`config.mk`:
```
export PLATFORM = sky130hd
export DESIGN_NAME = cpu_step_gater
export DESIGN_NICKNAME = d
export VERILOG_FILES = /design/src/rtl/cpu_step_gater.sv
export SDC_FILE = /design/constraint.sdc
export NUM_CORES = 1
export LEC_CHECK = 0
export CORE_MARGIN = 2
export CORE_UTILIZATION = 46
export CTS_CLUSTER_SIZE = 25
export DETAILED_ROUTE_END_ITERATION = 10
export PLACE_DENSITY = 0.82
export SYNTH_ARGS = -nofsm -noshare
export SYNTH_HDL_FRONTEND = slang
export SYNTH_SLANG_ARGS = --single-unit
```
`constraint.sdc`:
```
create_clock -name clk24 -period 1.95 [get_ports clk24]
set_input_delay 0.39 -clock clk24 [delete_from_list [all_inputs] [get_ports clk24]]
set_output_delay 0.39 -clock clk24 [all_outputs]
set_load 0.01 [all_outputs]
```
`src/rtl/cpu_step_gater.sv`:
```
// Single-step clock-enable gate for the 8080 core: free run, cycle step or instruction step.
// Optional BREAKPOINT_EN adds an address breakpoint (addr, bp_addr, bp_valid, bp_hit).
//   state    | meaning
//   ST_RUN   | free run, every ce_in passes
//   ST_HALT  | CPU frozen, waiting for step_req or pending request
//   ST_CYC   | releasing exactly one ce_in
//   ST_INSTR | releasing ce_in until the next fetch or watchdog expiry
module cpu_step_gater #(
   parameter int CNT_W      = 16,
   parameter int MAX_CYCLES = 64
) (
   input  logic             clk24,
   input  logic             reset_n,
   input  logic             ce_in,
   input  logic             step_mode,
   input  logic             step_req,
   input  logic             step_unit,
   input  logic             m1,
`ifdef BREAKPOINT_EN
   input  logic [15:0]      addr,
   input  logic [15:0]      bp_addr,
   input  logic             bp_valid,
   output logic             bp_hit,
`endif
   output logic             ce_out,
   output logic             halted,
   output logic             step_done,
   output logic             step_timeout,
   output logic [CNT_W-1:0] step_count
);

   localparam int CYC_W = $clog2(MAX_CYCLES + 1);
   localparam logic [CYC_W-1:0] CYC_MAX = CYC_W'(MAX_CYCLES);

   typedef enum logic [1:0] {ST_RUN, ST_HALT, ST_CYC, ST_INSTR} state_t;

   state_t           r_state, w_state_nx;
   logic             r_pending, w_pending_nx;
   logic [CYC_W-1:0] r_cyc, w_cyc_nx, w_cyc_inc;
   logic             r_step_done, w_done_nx;
   logic             r_timeout, w_timeout_nx;
   logic [CNT_W-1:0] r_count;
   logic             w_pass;
`ifdef BREAKPOINT_EN
   logic             r_bp_hit, w_bp_hit_nx;
   logic             r_bp_armed, w_bp_armed_nx;
`endif

   always_comb begin
      w_state_nx   = r_state;
      w_pending_nx = r_pending;
      w_cyc_nx     = r_cyc;
      w_done_nx    = 1'b0;
      w_timeout_nx = r_timeout;
      w_pass       = 1'b0;
      w_cyc_inc    = r_cyc + 1'b1;
`ifdef BREAKPOINT_EN
      w_bp_hit_nx   = r_bp_hit;
      w_bp_armed_nx = r_bp_armed;
`endif
      case (r_state)
         ST_RUN: begin
            w_pass       = 1'b1;
            w_pending_nx = 1'b0;
            if (step_mode) w_state_nx = ST_HALT;
`ifdef BREAKPOINT_EN
            if (ce_in && m1 && bp_valid && (addr == bp_addr)) begin
               w_pass        = 1'b0;
               w_state_nx    = ST_HALT;
               w_bp_hit_nx   = 1'b1;
               w_bp_armed_nx = 1'b0;
            end
`endif
         end
         ST_HALT: begin
            if (!step_mode) begin
`ifdef BREAKPOINT_EN
               // a breakpoint hit in free run holds until step_mode toggles, avoiding an instant re-hit
               if (!r_bp_hit || r_bp_armed) begin
                  w_state_nx    = ST_RUN;
                  w_bp_hit_nx   = 1'b0;
                  w_bp_armed_nx = 1'b0;
               end
`else
               w_state_nx = ST_RUN;
`endif
               w_pending_nx = 1'b0;
            end else begin
`ifdef BREAKPOINT_EN
               if (r_bp_hit) w_bp_armed_nx = 1'b1;
`endif
               if (step_req || r_pending) begin
                  w_pending_nx = 1'b0;
                  w_timeout_nx = 1'b0;
                  w_cyc_nx     = '0;
                  w_state_nx   = step_unit ? ST_INSTR : ST_CYC;
`ifdef BREAKPOINT_EN
                  w_bp_hit_nx   = 1'b0;
                  w_bp_armed_nx = 1'b0;
`endif
               end
            end
         end
         ST_CYC: begin
            w_pass = 1'b1;
            if (!step_mode) begin
               w_state_nx   = ST_RUN;
               w_pending_nx = 1'b0;
            end else begin
               if (step_req) w_pending_nx = 1'b1;
               if (ce_in) begin
                  w_state_nx = ST_HALT;
                  w_done_nx  = 1'b1;
               end
            end
         end
         ST_INSTR: begin
            // a fetch after the first released cycle belongs to the next instruction
            w_pass = !(m1 && (r_cyc != '0));
            if (!step_mode) begin
               w_state_nx   = ST_RUN;
               w_pending_nx = 1'b0;
            end else begin
               if (step_req) w_pending_nx = 1'b1;
               if (ce_in) begin
                  if (m1 && (r_cyc != '0)) begin
                     w_state_nx = ST_HALT;
                     w_done_nx  = 1'b1;
                  end else begin
                     w_cyc_nx = w_cyc_inc;
                     if (w_cyc_inc == CYC_MAX) begin
                        w_state_nx   = ST_HALT;
                        w_done_nx    = 1'b1;
                        w_timeout_nx = 1'b1;
                     end
                  end
               end
            end
         end
         default: w_state_nx = ST_RUN;
      endcase
   end

   always_ff @(posedge clk24 or negedge reset_n) begin
      if (!reset_n) begin
         r_state     <= ST_RUN;
         r_pending   <= 1'b0;
         r_cyc       <= '0;
         r_step_done <= 1'b0;
         r_timeout   <= 1'b0;
         r_count     <= '0;
      end else begin
         r_state     <= w_state_nx;
         r_pending   <= w_pending_nx;
         r_cyc       <= w_cyc_nx;
         r_step_done <= w_done_nx;
         r_timeout   <= w_timeout_nx;
         if (w_done_nx) r_count <= r_count + 1'b1;
      end
   end

`ifdef BREAKPOINT_EN
   always_ff @(posedge clk24 or negedge reset_n) begin
      if (!reset_n) begin
         r_bp_hit   <= 1'b0;
         r_bp_armed <= 1'b0;
      end else begin
         r_bp_hit   <= w_bp_hit_nx;
         r_bp_armed <= w_bp_armed_nx;
      end
   end
   assign bp_hit = r_bp_hit;
`endif

   // reset_n gate keeps ce_out low while reset is held, even though RUN passes
   assign ce_out       = ce_in & w_pass & reset_n;
   assign halted       = (r_state == ST_HALT);
   assign step_done    = r_step_done;
   assign step_timeout = r_timeout;
   assign step_count   = r_count;

endmodule
```
==> results.cfg <==
[synthesis]
synthTopCellsByArea = dfrtp_1, xor2_1, nor2_1
postSynthAreaPerCell_um2 = 10.72
ys_types = 37
synth_common_cells = dfrtp_1, xor2_1, nor2_1
syn_inst = 140
yosys.area.top_type = dfrtp_1
syn-num-nets = 150
synth_seq_area_share = 0.4671
synth-async-reset-ratio = 1.000
synth_edf_count = 0
synth_ff_type = dfrtp_1
yosys_warnings = 0
synth.cell_area_um2 = 1500
synth-seq-cells = 28
yosysMostFrequentCell = dfrtp_1
synth_top_area_share = 0.4671

[worst_setup_path]
critPathMaxStageDelay_ns = 0.41
slowest_stage = dfrtp_1
critical_path.cell_chain = inv_2, ha_4, and4bb_4, a21oi_4, buf_6, a311oi_4, buf_4, buf_16, nor4_2, xor2_1
crit_family = buffers and inverters
worst_setup_path_start_kind = flop
end_kind = flop
critical_path_class = flop to flop
path_buf_inv = 4
critPathRequiredTime_ns = 2.22
cp.arrival_ns = 2.25
cp_max_fo = 7

[outcome]
status = finished, violations left
violations = setup timing

[final_layout]
utilization = 0.7142
n_fill_cell = 220
final_nets = 207
drive_gt1_frac = 0.2806
syn2layout_area_growth_pct = 46.54
antennaDiodeCount = 0
stdcell_area_um2 = 2198

[placement]
place_ws_ns = -0.2554
gp_congestion = 0.7951
place_hpwl_mm = 2.677
port_buffers = 26
place_area_um2 = 1963

[drt]
routed_wirelength_mm = 3.996
drt-wirelength-per-cell_um = 16.65
first_iter_violations = 85
avgViaCountPerCell = 5.579
ant_nets = 0
drc = 0
drt_first_pass_iters = 4
num_vias = 1339

[clocking]
hold_buffers = 0
clkLatencyLatePin_ns = 0.33
cts_buffers = 3
clockBufferDepth = 2
clock_sink_count = 28
cts_tree = done
clk_pin_slew_ns = 0.16
root_buffer = clkbuf_4
htreeDepth = 1

[timing]
maxSlewViolCount = 0
hold_slack_ns = 0.4795
finalWorstSetupSlack_ns = -0.02989
period_minus_slack_ns = 1.980
rsz0062_at_grt = yes
finalSetupViolations = 6
slew_headroom = 0.7278
max_freq_mhz = 505.1
finalHoldViolCount = 0
clock_skew_ns = 0.007985
worst-slew-pin-transition_ns = 0.4073
fin_crit_sh = 1.015

[floorplanning]
pin_count = 27
dieArea_um2 = 3734
die_x_um = 61.11
start_util = 0.4874
coreArea_um2 = 3078
rows = 20
fp.dieH_um = 61.11

[power_and_ir_drop]
seq_power_share = 0.444
p_sw_w = 0.0005011
internal_power_w = 0.001122
switching_share = 0.3087
power_density_nw_per_um2 = 738.3
peakVddDrop_mv = 0.3532
clockPowerShare = 0.236
leakagePower_nw = 1.001
comb_power_share = 0.320
total_power_w = 0.001623

[grt]
grt_max_degree = 29
grt_pass1_vias = 1325
antenna_found_initial = 0
overflow = 0
grt_pass1_wl_mm = 6.368
grt_use_total = 0.2324

[hold_path]
hold_path.class = flop to flop

[flow_run]
cap_violations = 0
-- metal layers --
| metal | track usage | wire length, um | up-vias |
|---|---|---|---|
| met5 | 0 | 0 | - |
| met4 | 0.08385 | 75 | 0 |
| met3 | 0.02731 | 159 | 10 |
| met2 | 0.4255 | 2192 | 44 |
| met1 | 0.2787 | 1568 | 670 |
| li1 | - | - | 615 |
-- power groups by stage --
stage | Clock, W | Sequential (W) | Combinational [W]
3_3_place_gp | 0 | 0.000720 | 0.000370
6_report | 0.000382 | 0.000721 | 0.000520
3_5_place_dp | 0 | 0.000725 | 0.000395
5_1_grt | 0.000411 | 0.000729 | 0.000562
2_1_floorplan | 0 | 0.000738 | 0.000159
4_1_cts | 0.000387 | 0.000715 | 0.000468
-- cell type report --
cell class | count | area, um2 | area share
sequential | 28 | 701.9 | 0.3193
inverter | 6 | 22.52 | 0.01024
clock buffer | 3 | 22.52 | 0.01024
timing repair buffer | 54 | 504.2 | 0.2294
clock inverter | 1 | 30.03 | 0.01366
tap | 44 | 55.05 | 0.02504
multi-input combinational | 104 | 862.1 | 0.3921
-- layout by cell type (no fill, tap or decap), types with 2 or more instances in the layout --
cell / n
inv_1: 4
a22o_1: 4
nor3_1: 6
nor4_2: 2
inv_2: 2
or3_1: 2
nor4_4: 5
nor2_1: 14
xor2_1: 17
nand2_1: 12
nand3_1: 11
clkdlybuf4s50_1: 24
nor2b_1: 2
buf_4: 24
and3_1: 2
nand4_1: 2
clkbuf_4: 3
ha_1: 2
dfrtp_1: 27
buf_6: 2
nor2_2: 2
-- flip-flops by register name, indices dropped and copies added (netlist names) --
register      flops
r_cyc             7
step_done         1
step_timeout      1
step_count       16
r_pending         1
r_state           2
-- stage by stage --
stage,instances,TNS [ns]
after floorplan,140,0
after global routing,240,-1.000
after global placement,228,-1.705
after CTS,237,-0.08588
final,240,-0.09851
after detailed placement,228,-3.623
-- cells by family (layout without fill, tap and decap cells) --
group / after synthesis / in the layout / synth area share
AND/OR/NAND/NOR: 65 / 65 / 0.2452
flip-flops: 28 / 28 / 0.4671
AO/OA/AOI/OAI: 18 / 18 / 0.1310
XOR/XNOR: 17 / 17 / 0.09925
buffers and inverters: 8 / 64 / 0.02502
adder cells (fa/ha/maj): 3 / 3 / 0.02502
multiplexers: 1 / 1 / 0.007506
-- final timing paths --
check                               start  slack (ns)  depth (start not counted)              to
max                              r_cyc[1]       -0.03                         10  step_count[13]
min                        step_count[15]        0.48                          1  step_count[15]
max reg2reg                      r_cyc[1]       -0.03                         10  step_count[13]
min reg2reg                step_count[15]        0.48                          1  step_count[15]
max in group asynchronous         reset_n        1.14                          2      r_state[0]
min in group asynchronous         reset_n        0.52                          2   step_count[7]
-- repair_timing --
| action | in CTS | in global routing |
|---|---|---|
| cloned | 1 | 0 |
| resized for setup | 19 | 8 |
| endpoints found under the setup margin | 18 | 19 |
| pin swaps | 6 | 5 |
| buffers inserted | 4 | 4 |
(Power assumes the default switching activity.)
